<file path="src/rtl/mvm_output_stage.sv">
// Output stage of the matrix-vector engine: converts each accepted group of P
// accumulator lanes (optional ReLU, then saturation) and streams them out one per cycle.
module mvm_output_stage #(
  parameter int P     = 1,
  parameter int M     = 13,
  parameter int IN_W  = 32,
  parameter int OUT_W = 16,
  parameter int DEPTH = 16,
  parameter int RELU  = 0
) (
  input  logic                       clk,
  input  logic                       reset,
  input  logic                       in_valid,
  output logic                       in_ready,
  input  logic [P*IN_W-1:0]          in_data,
  output logic                       done,
  output logic [OUT_W-1:0]           out_data,
  output logic                       out_valid,
  input  logic                       out_ready,
  output logic                       out_last,
  output logic [$clog2(DEPTH+1)-1:0] count
);

  localparam int PTR_W = (DEPTH > 1) ? $clog2(DEPTH) : 1;
  localparam int ROW_W = (M > 1) ? $clog2(M) : 1;
  localparam int CNT_W = $clog2(DEPTH+1);

  typedef struct packed {
    logic             last;
    logic [OUT_W-1:0] data;
  } entry_t;

  // ReLU first, then clamp to the signed OUT_W range: a value fits exactly when
  // all bits from the OUT_W sign bit upward agree.
  function automatic logic [OUT_W-1:0] convert(input logic [IN_W-1:0] v);
    logic [IN_W-1:0]      x;
    logic [IN_W-OUT_W:0]  upper;
    logic [OUT_W-1:0]     sat_max;
    logic [OUT_W-1:0]     sat_min;
    x = v;
    if (RELU != 0 && v[IN_W-1]) x = '0;
    upper   = x[IN_W-1:OUT_W-1];
    sat_max = '1;
    sat_max[OUT_W-1] = 1'b0;
    sat_min = '0;
    sat_min[OUT_W-1] = 1'b1;
    if (&upper || ~|upper) return x[OUT_W-1:0];
    else if (x[IN_W-1])    return sat_min;
    else                   return sat_max;
  endfunction

  entry_t           mem [2**PTR_W];
  entry_t           lane_entry [P];
  logic [P-1:0]     lane_we;
  logic [CNT_W-1:0] n_wr;
  logic [PTR_W-1:0] wr_ptr;
  logic [PTR_W-1:0] rd_ptr;
  logic [ROW_W-1:0] wr_row;
  logic [ROW_W-1:0] row_next;
  logic             accept;
  logic             pop;
  entry_t           head;

  assign in_ready  = reset && ((DEPTH - int'(count)) >= P);
  assign accept    = in_valid && in_ready;
  assign out_valid = (count != '0);
  assign pop       = out_valid && out_ready;
  assign head      = mem[rd_ptr];
  assign out_data  = head.data;
  assign out_last  = out_valid && head.last;

  // Lanes past row M-1 are dropped, so written lanes are always a contiguous
  // prefix starting at lane 0 and land at consecutive FIFO slots.
  // NOTE: every variable assigned here gets a default first, so no latch can be inferred.
  always_comb begin
    lane_we = '0;
    n_wr    = '0;
    for (int k = 0; k < P; k++) begin
      lane_entry[k].data = convert(in_data[k*IN_W +: IN_W]);
      lane_entry[k].last = ((int'(wr_row) + k) == (M - 1));
      if (accept && ((int'(wr_row) + k) <= (M - 1))) begin
        lane_we[k] = 1'b1;
        n_wr       = n_wr + CNT_W'(1);
      end
    end
  end

  always_comb begin
    row_next = wr_row + ROW_W'(n_wr);
    if ((int'(wr_row) + int'(n_wr)) >= M) row_next = '0;
  end

  // NOTE: state registers use non-blocking assignments so every flop samples pre-edge values.
  always_ff @(posedge clk or negedge reset) begin
    if (!reset) begin
      wr_ptr <= '0;
      rd_ptr <= '0;
      count  <= '0;
      wr_row <= '0;
      done   <= 1'b0;
    end else begin
      wr_ptr <= wr_ptr + PTR_W'(n_wr);
      if (pop) rd_ptr <= rd_ptr + PTR_W'(1);
      count  <= count + n_wr - CNT_W'(pop);
      wr_row <= row_next;
      done   <= accept;
    end
  end

  // NOTE: storage is deliberately not reset; count gates out_valid/out_last, so stale entries are never observed.
  always_ff @(posedge clk) begin
    for (int k = 0; k < P; k++) begin
      if (lane_we[k]) mem[wr_ptr + PTR_W'(k)] <= lane_entry[k];
    end
  end

endmodule

</file>
<file path="config.mk">
export PLATFORM = sky130hd
export DESIGN_NAME = mvm_output_stage
export DESIGN_NICKNAME = d
export VERILOG_FILES = /design/src/rtl/mvm_output_stage.sv
export SDC_FILE = /design/constraint.sdc
export NUM_CORES = 1
export LEC_CHECK = 0
export ABC_AREA = 1
export CORE_MARGIN = 5
export CORE_UTILIZATION = 40
export DETAILED_ROUTE_END_ITERATION = 10
export SKIP_LAST_GASP = 1
export SYNTH_ARGS = -nofsm -noshare
export SYNTH_HDL_FRONTEND = slang
export SYNTH_SLANG_ARGS = --single-unit
</file>
<file path="constraint.sdc">
create_clock -name clk -period 2.9 [get_ports clk]
set_input_delay 0.58 -clock clk [delete_from_list [all_inputs] [get_ports clk]]
set_output_delay 0.58 -clock clk [all_outputs]
set_load 0.1 [all_outputs]
</file>
## Yosys cells after proc, flatten, opt, wreduce, memory -nomap -nowiden

Memory sizes are Yosys's and may differ from the RTL's.
Index checks and enable logic that the tools add are counted.

| operators by class | value |
|---|---|
| $add $sub $neg | 7 |
| mux-type cells | 7 |
| $lt $le $gt $ge | 3 |
| eq/ne operators | 1 |
| reduce and logical (&&, ||, !) cells | 10 |

Operators by type and width:

| cell | count |
|---|---|
| $mux W16 | 2 |
| $reduce_and A17 Y1 | 1 |
| $reduce_or A17 Y1 | 1 |
| $add A4 B4 Y4 | 2 |
| $add A4 B5 Y6 | 1 |
| $ge A6 B2 Y1 const B | 1 |
| $ge A6 B4 Y1 const B | 1 |
| $sub A5 B5 Y6 const A | 1 |
| $add A5 B5 Y5 | 1 |
| $logic_and A1 B1 Y1 | 5 |
| $reduce_bool A5 Y1 | 1 |
| $sub A5 B1 Y5 | 1 |
| $add A4 B1 Y4 const B | 1 |
| $eq A4 B3 Y1 const B | 1 |
| $le A4 B4 Y1 const B | 1 |
| $mux W1 | 4 |
| $mux W4 | 1 |
| $logic_not A1 Y1 | 1 |
| $logic_or A1 B1 Y1 | 1 |

| storage, ports and cells | value |
|---|---|
| flip-flop bits (word level) | 18 |
| word-level logic and storage cells | 34 |
| output and inout port bits | 25 |
| input port bits | 36 |
| memories | 1 |
| bits in writable memories | 272 |

Memories:

| name | words | bits a word | rd ports | clocked after Yosys merged registers in | write ports | RTL line | source |
|---|---|---|---|---|---|---|---|
| mem | 16 | 17 | 1 | 0 | 1 | 52 | `entry_t mem [2**PTR_W];` |

## Logic depth before layout (Yosys ltp)

Gate-level depths: netlist of the first run.

| logic depth | value |
|---|---|
| depth in word-level cells | 9 |
| gate-level depth with buffers | 20 |
| mapped depth without buffers | 19 |

## Worst setup path before layout of the first run

OpenSTA, ideal clock, no wires.

| path | value |
|---|---|
| path kind | flip-flop to flip-flop |
| start point | register count[2] |
| end point | register count[4] |
| stages on the path, launching flop included | 17 |
| setup slack | -998 ps |
| clock period less this slack | 3,898 ps |
| setup time | 123 ps |
| data arrival time | 3,776 ps |
| data required time | 2,777 ps |
| buffers on the path | 0 |
| path through | dfrtp_1 > inv_1 > ha_1 > inv_1 > nor2_1 > ha_1 > inv_1 > nand2_1 > inv_1 > ha_1 > inv_1 > ha_1 > inv_1 > fa_1 > o21ai_0 > a21oi_1 > xnor2_1 |

| on the way | value |
|---|---|
| elaborated cells between the ends (all ways) | 10 |
| classes of those cells | add/sub (3); order compare (1); mux (1); reduce/logical (5) |

RTL lines:

| what | RTL line | source |
|---|---|---|
| start: declaration | 21 | `output logic [$clog2(DEPTH+1)-1:0] count` |
| start signal: assignment | 104 | `count <= count + n_wr - CNT_W'(pop);` |
| $reduce_bool A5 Y1 | 66 | `assign out_valid = (count != '0);` |
| named net out_valid | 18 | `output logic out_valid,` |
| $logic_and A1 B1 Y1 | 67 | `assign pop = out_valid && out_ready;` |
| named net pop | 61 | `logic pop;` |
| $sub A5 B1 Y5 | 104 |  |

The timed path passes the listed nets, and every way through them passes these cells.
A chain may end at the register's enable or synchronous reset.

## Worst setup path after layout of the first run

| path | value |
|---|---|
| start point | register rd_ptr[0] |
| end point | output out_last |

| on the way | value |
|---|---|
| word-level cells in the longest chain between the ends | 2 |

RTL lines:

| what | RTL line | source |
|---|---|---|
| start: declaration | 57 | `logic [PTR_W-1:0] rd_ptr;` |
| start signal: assignment | 103 | `if (pop) rd_ptr <= rd_ptr + PTR_W'(1);` |
| $mem_v2 Z16 W17 | - |  |
| $logic_and A1 B1 Y1 | 70 | `assign out_last = out_valid && head.last;` |
| end: declaration | 20 | `output logic out_last,` |

No other way between the ends.

==> flow_summary.toml, run 1 <==
[run_status]
run_status = "complete, no violations"

[sta]
fin_hold_ws_ps = 411
hold_violations = 0
period_share_pct = 98.8
period_needed_ps = 2860
fmax_mhz = 349
rsz0062_at_grt = "true"
slew_viol_final = 0
relSlewSlack_pct = 38.8
worst_pin_slew_ps = 915
worst_clock_skew_ps = 7.47
setup_viol = 0

[cts]
h-tree-depth = 1
clock-sinks = 290
cts_buffers = 30
clk_path_buf_depth = 3
clkTransAtPathRegs_ps = 60
clock_latency_ps = 540
tritoncts = "built"
cts-root-buf = "clkbuf_16"

[synth]
yosys_most_used_dff = "edfxtp_1"
netlist_instances = 1009
syn-num-nets = 1060
syn-cell-area_um2 = 12300
async_flop_share_pct = 6.21
yosys_warnings = 0
syn_area_per_cell_um2 = 12.2
synth_edf_count = 272
synth_seq_cells = 290
seq_area_frac_synth_pct = 70.2
ys_types = 32

[power_and_ir_drop]
power_leakage_nw = 5.50
vdd_drop_max_uv = 1180
finalPower_mw = 17.9
power.density_nw_per_um2 = 1150

[setup_path]
crit_fanout = 20
critical_path_required_ps = 2320
cp-start-kind = "flop"
crit_type = "flop to primary output"
cp.arrival_ps = 2280
cp-end-kind = "primary output"

[final_layout]
fin_util_pct = 51.0
fin_nets = 1179
syn_to_final_growth_pct = 26.5
antenna_cells = 0
layout-drive-gt1-share_pct = 21.5

[place]
port_buffers = 60
dpl.hpwl_um = 17200
gp_congestion = 0.786

[global_route]
track_usage_pct = 18.0
grt_max_degree = 65
overflow = 0
grt_pass1_wl_um = 47000
antenna_found_initial = 0
grt_pass1_vias = 7832

[floorplan]
die_h_um = 185
rows = 64
pin_count = 61
fp.dieW_um = 185
die_area_um2 = 34300
initial_utilization_pct = 40.3
core_um2 = 30400

[flow_run]
drv_cap = 0

[routing]
wl_per_cell_um = 20.9
routed_wl_um = 32400
vias = 8172
avgViaCountPerCell = 5.28
drtAntennaViolNets = 0
firstDrtPassIters = 5
drcViolationCount = 0
drt_iter0_drc = 683

[hold_path]
min_path_type = "primary input to async pin"
-- cells in the final DEF (no fill, tap or decap), drive strengths merged --
cell / instances
buf: 101
dfrtp: 18
nor3: 2
nand2: 100
xnor2: 3
o21ai: 132
nor2: 171
nand3: 51
bufinv: 2
or2: 2
nand4: 5
ha: 14
clkinvlp: 5
clkbuf: 44
o211ai: 65
inv: 71
fa: 1
clkinv: 15
xor2: 7
clkdlybuf4s50: 35
edfxtp: 272
a21oi: 34
bufbuf: 1
-- worst max-delay path, stage by stage, from the launching register on --
cell       delay, ps
dfrtp_4          530
clkinv_8         100
bufbuf_16        310
nand2_1           80
nand3_1           80
nand3_1           90
nand3_2          130
a21oi_4          220
buf_12           190
-- what timing repair did --
action / CTS / global route
resized for setup: 22 / 45
hold buffers: 0 / 0
cloned: 5 / 8
setup endpoints to repair: 21 / 23
hold endpoints to repair: 0 / 0
pin swaps: 5 / 29
buffers inserted: 6 / 11
-- cells in the mapped netlist, types with 5 or more instances --
master	count	area (µm²)
nand4_1	5	31.3
xor2_1	7	61.3
nand3_1	51	255
a21oi_2	17	149
o21ai_0	107	536
nor2_1	170	638
buf_4	5	37.5
inv_1	71	267
buf_2	23	115
o21ai_1	21	105
dfrtp_1	18	450
a21oi_1	17	85.1
nand2_1	100	375
ha_1	14	175
o211ai_1	61	458
edfxtp_1	272	8170
clkbuf_1	17	63.8
-- power breakdown --
part | total, mW | switching, mW | leakage (nW) | internal, mW
Combinational | 9.23 | 5.95 | 2.40 | 3.28
Clock | 3.64 | 1.53 | 0.452 | 2.12
Sequential | 5.03 | 0.179 | 2.65 | 4.85
Total | 17.9 | 7.65 | 5.50 | 10.3
-- stage by stage --
stage	setup TNS [ps]	cells	setup slack (ps)	area [µm²]
2_1_floorplan	-619	1009	-249	12400
3_3_place_gp	0	1462	51.5	13900
3_5_place_dp	-88.3	1462	-30.8	13900
4_1_cts	-2.36	1528	-2.36	15100
5_1_grt	-414	1547	-49.0	15500
6_report	0	1547	36.1	15500
-- final cells by class --
class                           count  area (µm²)
Fill cell                        2580       14900
Sequential cell                   290        8640
Multi-Input combinational cell    587        3250
Timing Repair Buffer              144        1900
Clock buffer                       37         798
Tap cell                          396         495
Inverter                           75         307
Clock inverter                     18         139
-- routing by layer --
layer,global-route usage (%),wire length (µm)
met2,30.9,16500
met1,24.7,13500
met3,2.49,1920
met5,0,0
met4,3.58,531
-- kinds of logic (layout without fill, tap and decap cells) --
kind of cell / Yosys count / after routing / share of synthesized area [%]
AO/OA/AOI/OAI: 231 / 231 / 11.5
flip-flops: 290 / 290 / 70.2
AND/OR/NAND/NOR: 331 / 331 / 10.8
XOR/XNOR: 10 / 10 / 0.714
adder cells (fa/ha/maj): 15 / 15 / 1.59
buffers and inverters: 132 / 274 / 5.11
-- final timing paths --
kind / cells past startpoint / start / to / slack, ps
max reg2reg: 19 / count[3]$_DFF_PN0_ / count[4]$_DFF_PN0_ / 130
min in group clk: 1 / wr_ptr[2]$_DFF_PN0_ / wr_ptr[2]$_DFF_PN0_ / 580
max in group asynchronous: 2 / reset / rd_ptr[0]$_DFFE_PN0P_ / 2250
max: 8 / rd_ptr[0]$_DFFE_PN0P_ / out_last / 40
min: 2 / reset / count[3]$_DFF_PN0_ / 410
min reg2reg: 1 / wr_ptr[2]$_DFF_PN0_ / wr_ptr[2]$_DFF_PN0_ / 580
-- sequential cells by signal (all words and copies together) (netlist names) --
signal  flops
rd_ptr      4
wr_ptr      4
count       5
wr_row      4
mem       272
done        1
No activity file was read; power rests on OpenSTA's default activity.
==> run 2, diff against run 1 <==
- CTS_BUF_LIST: unset -> sky130_fd_sc_hd__clkbuf_4 sky130_fd_sc_hd__clkbuf_8
- SKIP_CTS_REPAIR_TIMING: unset -> 1
==> flow_summary.toml, run 2 (synthesized netlist as in run 1, its figures left out) <==
[sta]
period_needed_ps = 2900
tns_ps = -1.17
rsz0062_at_grt = "true"
slew_viol_final = 0
hold_violations = 0
worst_pin_slew_ps = 917
worst_slack_ps = -1.17
setup_viol = 1
period_share_pct = 100
worst_clock_skew_ps = 31.7
fmax_mhz = 345
relSlewSlack_pct = 38.6

[final_layout]
reg_top3 = "mem x272, count x5"
largest_reg_flops = 272
layout_commonest_cell = "edfxtp_1"
layout.cells.non_filler = 1567
syn_to_final_growth_pct = 25.1
largest-register = "mem"
antenna_cells = 0
fin_util_pct = 50.5
final_cell_mix = "272 x edfxtp_1, 149 x nor2_1, 95 x o21ai_0"
layout-drive-gt1-share_pct = 23.0
fin_nets = 1187

[setup_path]
crit_fanout = 8
cp-start-kind = "flop"
cp.arrival_ps = 2320
critical_path_required_ps = 2320
critPathMaxStageDelay_ps = 580
critPathSlowestCell = "dfrtp_4"
crit_buf_inv = 4
cp-end-kind = "primary output"
crit_chain = "clkinv_8, buf_16, clkbuf_16, nor2_1, nor2_1, o21ai_0, o211ai_1, nand3_1, nand2_2, buf_12"
crit_family = "buffers and inverters"
cp_common_cell = "nor2_1"
crit-reg2reg-launch = "count[3]$_DFF_PN0_"
crit_start = "rd_ptr[0]$_DFFE_PN0P_"
crit_type = "flop to primary output"

[cts]
h-tree-depth = 2
clock_latency_ps = 560
clkTransAtPathRegs_ps = 60
tritoncts = "built"
clk_path_buf_depth = 3
clock-sinks = 290
cts-root-buf = "clkbuf_8"
cts_buffers = 47

[global_route]
grt_pass1_wl_um = 45100
track_usage_pct = 17.2
overflow = 0
grt_pass1_vias = 7804
grt_max_degree = 129
antenna_found_initial = 0

[place]
gp_congestion = 0.786
port_buffers = 60
dpl.hpwl_um = 17200
place_inst = 1462
dp_slack_ps = -30.8

[routing]
drt_iter0_drc = 642
firstDrtPassIters = 5
routed_wl_um = 31500
drcViolationCount = 0
vias = 8121
drtAntennaViolNets = 0
avgViaCountPerCell = 5.18
wl_per_cell_um = 20.1

[floorplan]
initial_utilization_pct = 40.3
die_area_um2 = 34300
pin_count = 61
die_h_um = 185
rows = 64
core_um2 = 30400
fp.dieW_um = 185

[run_status]
violations = "negative setup slack"
run_status = "finished, violations left"

[power_and_ir_drop]
power.density_nw_per_um2 = 1130
vdd_drop_max_uv = 1160
power_leakage_nw = 5.45

[flow_run]
drv_cap = 0

[hold_path]
min_path_type = "primary input to async pin"
[run 2: per-layer routing]
metal / vias up / track usage [%] / part of all wire (%)
li1: 3855 / - / -
met3: 41 / 2.63 / 4.8
met5: - / 0 / 0
met2: 204 / 29.6 / 51
met1: 4021 / 22.9 / 42
met4: 0 / 4.43 / 1.8
[run 2: per-stage QoR]
step / power, mW / area, µm² / hold slack (ps)
finish: 17.3 / 15400 / 405
global route: 18.2 / 15400 / 401
CTS: 16.5 / 14800 / 382
detailed placement: 13.0 / 13900 / 570
global placement: 13.0 / 13900 / 559
floorplan: 10.4 / 12400 / 284
[run 2: final timing paths]
check,cells past startpoint,endpoint,slack (ps)
max reg2reg,19,count[4]$_DFF_PN0_,140
max,10,out_data[11],-1
min reg2reg,1,wr_ptr[0]$_DFF_PN0_,580
min,2,count[1]$_DFF_PN0_,410
min in group clk,1,wr_ptr[0]$_DFF_PN0_,580
max in group asynchronous,2,rd_ptr[1]$_DFFE_PN0P_,2250
[run 2: layout make-up]
class / count / area, µm²
fillers: 2605 / 15100
flip-flops and latches: 290 / 8640
multi-input cells: 587 / 3250
repair buffers: 135 / 1740
clock buffers: 63 / 773
well taps: 396 / 495
inverters: 75 / 307
clock inverters: 21 / 150
[run 2: power by group]
| part | internal [mW] | switching (mW) | leakage, nW |
|---|---|---|---|
| Sequential | 4.86 | 0.196 | 2.65 |
| Combinational | 3.03 | 5.76 | 2.31 |
| Clock | 1.91 | 1.54 | 0.484 |
